==> src/rtl/nn_classify_ctrl_pkg.sv <==
// Shared constants and controller state type for the digit-classifier network
// and its result reader.
package nn_classify_ctrl_pkg;

    localparam int NN_CLASSES = 10;
    localparam int NN_PROB_W  = 16;

    typedef enum logic [2:0] {
        ST_IDLE,
        ST_FIRE,
        ST_WAIT,
        ST_SCAN,
        ST_HOLD
    } nn_ctrl_state_t;

endpackage

==> src/rtl/nn_classify_ctrl_argmax_seq.sv <==
// Sequential argmax over a snapshot of the network's probability words:
// one compare per cycle, ties keep the lowest index.
module argmax_seq
    import nn_classify_ctrl_pkg::*;
#(
    parameter int NUM_CLASSES = NN_CLASSES,
    parameter int PROB_W      = NN_PROB_W
) (
    input  logic              clk,
    input  logic              reset_n,
    input  logic              start,
    input  logic [PROB_W-1:0] probability [NUM_CLASSES-1:0],
    output logic              done,
    output logic [3:0]        digit,
    output logic [PROB_W-1:0] confidence
);

    localparam logic [3:0] LAST_IDX = 4'(NUM_CLASSES - 1);

    logic [PROB_W-1:0] snap [NUM_CLASSES-1:0];
    logic [3:0]        idx;
    logic [3:0]        best_idx;
    logic [3:0]        next_idx;
    logic [PROB_W-1:0] best_val;
    logic [PROB_W-1:0] next_val;
    logic              scanning;

    // Strictly-greater compare is what makes ties resolve to the lower index.
    always_comb begin
        next_val = best_val;
        next_idx = best_idx;
        if (snap[idx] > best_val) begin
            next_val = snap[idx];
            next_idx = idx;
        end
        done = scanning && (idx == LAST_IDX);
    end

    always_ff @(posedge clk or negedge reset_n) begin
        if (!reset_n) begin
            for (int i = 0; i < NUM_CLASSES; i++) begin
                snap[i] <= '0;
            end
            idx        <= '0;
            best_idx   <= '0;
            best_val   <= '0;
            scanning   <= 1'b0;
            digit      <= '0;
            confidence <= '0;
        end else if (start) begin
            snap     <= probability;
            best_val <= probability[0];
            best_idx <= '0;
            idx      <= 4'd1;
            scanning <= 1'b1;
        end else if (scanning) begin
            best_val <= next_val;
            best_idx <= next_idx;
            if (done) begin
                // Published result only changes when a full scan completes.
                scanning   <= 1'b0;
                digit      <= next_idx;
                confidence <= next_val;
            end else begin
                idx <= idx + 4'd1;
            end
        end
    end

endmodule

==> src/rtl/nn_classify_ctrl.sv <==
// Classification controller: fires the network, waits for Ready under a
// watchdog, runs the argmax and holds the result under a Valid/Ack handshake.
module nn_classify_ctrl
    import nn_classify_ctrl_pkg::*;
#(
    parameter int NUM_CLASSES    = NN_CLASSES,
    parameter int PROB_W         = NN_PROB_W,
    parameter int TIMEOUT_CYCLES = 4095
) (
    input  logic              Clk,
    input  logic              Reset_n,
    input  logic              Start,
    output logic              Busy,
    output logic              Compute,
    input  logic              Ready,
    input  logic [PROB_W-1:0] Probability [NUM_CLASSES-1:0],
    output logic [3:0]        Digit,
    output logic [PROB_W-1:0] Confidence,
    output logic              Valid,
    input  logic              Ack,
    output logic              Timeout
);

    localparam logic [11:0] WD_LAST = 12'(TIMEOUT_CYCLES - 1);

    nn_ctrl_state_t state;
    nn_ctrl_state_t next_state;
    logic           ready_q;
    logic [11:0]    wd_cnt;
    logic           timeout_q;
    logic           ready_edge;
    logic           wd_expired;
    logic           scan_start;
    logic           scan_done;

    assign ready_edge = Ready & ~ready_q;
    assign wd_expired = (wd_cnt == WD_LAST);
    assign scan_start = (state == ST_WAIT) && ready_edge;
    assign Timeout    = timeout_q;

    always_ff @(posedge Clk or negedge Reset_n) begin
        if (!Reset_n) begin
            state     <= ST_IDLE;
            ready_q   <= 1'b0;
            wd_cnt    <= '0;
            timeout_q <= 1'b0;
        end else begin
            state   <= next_state;
            ready_q <= Ready;
            if (state == ST_FIRE) begin
                wd_cnt <= '0;
            end else if (state == ST_WAIT) begin
                wd_cnt <= wd_cnt + 12'd1;
            end
            if (state == ST_IDLE && Start) begin
                timeout_q <= 1'b0;
            end else if (state == ST_WAIT && !ready_edge && wd_expired) begin
                timeout_q <= 1'b1;
            end
        end
    end

    // A Ready edge wins over a watchdog expiry in the same cycle.
    always_comb begin
        next_state = state;
        unique case (state)
            ST_IDLE: if (Start) next_state = ST_FIRE;
            ST_FIRE: next_state = ST_WAIT;
            ST_WAIT: begin
                if (ready_edge) begin
                    next_state = ST_SCAN;
                end else if (wd_expired) begin
                    next_state = ST_IDLE;
                end
            end
            ST_SCAN: if (scan_done) next_state = ST_HOLD;
            ST_HOLD: if (Ack) next_state = ST_IDLE;
            default: next_state = ST_IDLE;
        endcase
    end

    always_comb begin
        Busy    = (state != ST_IDLE);
        Compute = (state == ST_FIRE);
        Valid   = (state == ST_HOLD);
    end

    argmax_seq #(
        .NUM_CLASSES (NUM_CLASSES),
        .PROB_W      (PROB_W)
    ) u_argmax (
        .clk         (Clk),
        .reset_n     (Reset_n),
        .start       (scan_start),
        .probability (Probability),
        .done        (scan_done),
        .digit       (Digit),
        .confidence  (Confidence)
    );

endmodule

==> config.mk <==
export PLATFORM = sky130hd
export DESIGN_NAME = nn_classify_ctrl
export DESIGN_NICKNAME = d
export VERILOG_FILES = /design/src/rtl/nn_classify_ctrl_pkg.sv /design/src/rtl/nn_classify_ctrl_argmax_seq.sv /design/src/rtl/nn_classify_ctrl.sv
export SDC_FILE = /design/constraint.sdc
export NUM_CORES = 1
export LEC_CHECK = 0
export CAP_MARGIN = 5
export CORE_ASPECT_RATIO = 0.75
export CORE_UTILIZATION = 50
export DETAILED_ROUTE_END_ITERATION = 10
export GPL_TIMING_DRIVEN = 0
export PLACE_DENSITY = 0.76
export SLEW_MARGIN = 20
export SYNTH_ARGS = -nofsm -noshare
export SYNTH_HDL_FRONTEND = slang
export SYNTH_SLANG_ARGS = --single-unit
==> constraint.sdc <==
create_clock -name Clk -period 6.9 [get_ports Clk]
set_input_delay 1.035 -clock Clk [delete_from_list [all_inputs] [get_ports Clk]]
set_output_delay 1.035 -clock Clk [all_outputs]
set_load 0.02 [all_outputs]
==> results.md <==
* Status: finished, final reports clean
* Startpoint Class: flop
* Worst-path maximum fanout at 10
* Top cell type's share of synthesized area at 52.16%
* Dpl ws at 1355 ps
* Leakage power total at 6.682 nW
* Max Buffers Root-to-Sink at 3
* # setup viols final at 0
* Initial antenna violation count at 0
* Initial Util at roughly half
* Most common cell after layout, fill and taps aside: nand2_1
* Clk Latency, worst-skew pair at between 500 and 600 ps
* Area growth from synthesis to layout at 28.72%
* Sequential fraction of the synthesis area at 52.16%
* GPL Wtd Cong at 0.9815
* Number of global-route vias before repair at 9,159
* Synth Register Bits at 222
* H-tree depth at 1
* HP Class: input pin to async pin
* Clk slew on worst S/H paths at approximately 60 ps
* Period utilisation layout at 84.54%
* Total GRT Usage at a little under a third
* CTS Buf Count at 23
* VDD IR-drop max at ~0.27 mV
* Vias per Instance at 5.579
* Die Area at 0.02189 mm2
* N_diodes at 0
* Synthesized area per cell at 8.942 um2
* Cts hold-fix bufs at 0
* Reg2Reg Launch Point: u_argmax.idx[0]$_DFFE_PN0P_
* Vias post-DR at roughly 9,500
* Post-synth EDFFs at 0
* Rel. slew slack at 30.12%
* Die Ht at 128.4 um
* Chip width at 170.5 um
* Worst slew pin tran at 1048 ps
* Setup WS post-layout at approximately 1100 ps
* Final nets at 1,591
* Final Max Tran Viols at 0
* First-pass GRT wire length at 49.68 mm
* Synth area leader: dfrtp_1
* Shortest period the worst path allows at 5833 ps
* Post-Syn Area at 0.01065 mm2
* # clock sinks at 222
* Synth top area cells: dfrtp_1 (52%), nand2_1 (18%), mux2i_1 (3.4%), mux4_2 (3.4%), ha_1 (2.3%)
* Residual DRC at 0
* Area of the core at 0.02055 mm2
* Syn nets at ~1,400
* Synth Instances at roughly 1,200
* Setup CP Type: flop to flop
* Peak Freq at 0.1714 GHz
* Postcts setup bufs at 0
* Iteration-0 DRC Markers at 837
* Root Buffer Master: clkbuf_16
* Final HPWL DP at 24.15 mm
* Post-synth cell types at 45
* RSZ-0062 raised after global routing: no
* Most frequent cells in the layout: nand2_1 (522), dfrtp_1 (222), clkdlybuf4s50_1 (187)
* Main synth FF type: dfrtp_1
* Final std cells w/o fill at approximately 1,700
* Async set-or-reset flop fraction in the synthesized netlist at 100.0%
* Site Rows at 45
* IO Port Bufs at 188
* Placed insts at 1,663
* CP startpoint: u_argmax.idx[0]$_DFFE_PN0P_
* Drt pass-1 iters at 5
* CP arrival at 6260 ps
* Routed WL at 31.97 mm
* Worst Setup End Kind: flop
* Total gr overflow at 0
* Antenna Nets Post-Route at 0
* Pwr dens at 475.8 mW/mm2
* Critical Path RT at 7320 ps
* Drt wl/cell at 18.77 um
* CTS tree: yes
* Setup Skew at about 19 ps
* Yosys warns at 0
* CTS resizes at 0
* I/O pin count at 189
* Final hold viol count at 0
* Largest net degree at the start of global routing at a little over 90
* Max-cap violation count at 0
* Share of layout cells above drive strength 1 at 7.248%
==> metrics by stage <==
stage	util (%)	hold slack, ps	setup TNS, ps	total power (W)	area [um2]
final	66.71	416.6	0	0.006523	13710
after global routing	66.71	442.6	0	0.006920	13710
after CTS	66.71	429.4	0	0.006456	13710
after detailed placement	62.99	458.0	0	0.005157	12940
after global placement	62.70	451.8	-980110	0.005049	12880
after floorplan	-	440.1	0	0.004131	10650
==> power breakdown <==
group / internal [W] / switching [W] / leakage, nW / total [W]
clock network: 0.000751 / 0.000518 / 0.376 / 0.00127
registers: 0.00189 / 0.000362 / 2.78 / 0.00225
logic: 0.00121 / 0.00179 / 3.53 / 0.00301
==> worst max-delay path, stage by stage, from the launching register on <==
cell,delay (ps)
dfrtp_1,390
clkbuf_1,290
buf_2,370
buf_1,770
mux2i_1,270
o22ai_1,130
a221oi_1,850
inv_1,110
ha_1,340
nand4_1,140
or4_1,590
o211ai_1,590
clkbuf_1,480
nand2_2,200
mux2i_1,220
==> path summary, 6_finish.rpt <==
path | endpoint | slack, ps | cells past startpoint
min reg2reg | u_argmax.snap[50]$_DFFE_PN0P_ | 470 | 2
min in group Clk | u_argmax.snap[50]$_DFFE_PN0P_ | 470 | 2
min | wd_cnt[9]$_DFFE_PN0P_ | 420 | 1
max in group asynchronous | u_argmax.snap[100]$_DFFE_PN0P_ | 5700 | 2
max | u_argmax.best_idx[1]$_DFFE_PN0P_ | 1070 | 14
max reg2reg | u_argmax.best_idx[1]$_DFFE_PN0P_ | 1070 | 14
==> registers in the layout, indices dropped and copies added (netlist names) <==
register and cells:
Timeout 1, ready_q 1, state 3, u_argmax.best_idx 4
u_argmax.best_val 16, u_argmax.confidence 16, u_argmax.digit 4, u_argmax.idx 4
u_argmax.scanning 1, u_argmax.snap 160, wd_cnt 12
==> cell usage after synthesis, types with 3 or more instances <==
cell,instances
nor2_1,10
nand2b_1,5
nand3_1,12
o21ai_1,13
mux2i_1,36
o21ai_0,33
a31o_1,13
and3_1,3
inv_1,39
dfrtp_1,222
o22a_1,3
a21boi_0,4
a31o_2,22
mux2_2,16
a21oi_1,46
nor3_1,8
o22ai_1,17
buf_1,7
clkbuf_1,64
o211ai_1,4
a221oi_1,16
nand4_1,7
nand2_1,522
ha_1,20
mux4_2,16
o31ai_1,3
buf_2,6
==> routing by layer <==
layer / share of wire (%) / GRT usage (%) / vias to the layer above
met5: 0 / 0 / -
li1: - / - / 4404
met4: 3.0 / 9.645 / 0
met1: 45 / 46.12 / 4570
met2: 42 / 43.60 / 461
met3: 9.8 / 5.537 / 66
==> layout make-up <==
class / instances / area [um2]
timing repair buffer: 190 / 1942
clock inverter: 7 / 91.34
inverter: 39 / 146.4
clock buffer: 33 / 673.1
multi-input combinational: 851 / 4629
buffer: 79 / 319.1
fill: 1635 / 6842
tap: 282 / 352.8
sequential: 222 / 5555
==> cell families (layout without fill, tap and decap cells) <==
logic type	Yosys count	in the layout	share of synthesized area, %
DFF	222	222	52.16
xor gates and xnor gates	3	3	0.2468
buffers and inverters	118	348	4.370
and+or+nand+nor	579	579	21.36
muxes	68	68	8.459
adders and majority gates	20	20	2.350
AOI/OAI and AO/OA	181	181	11.05
No activity file was read; power rests on OpenSTA's default activity.
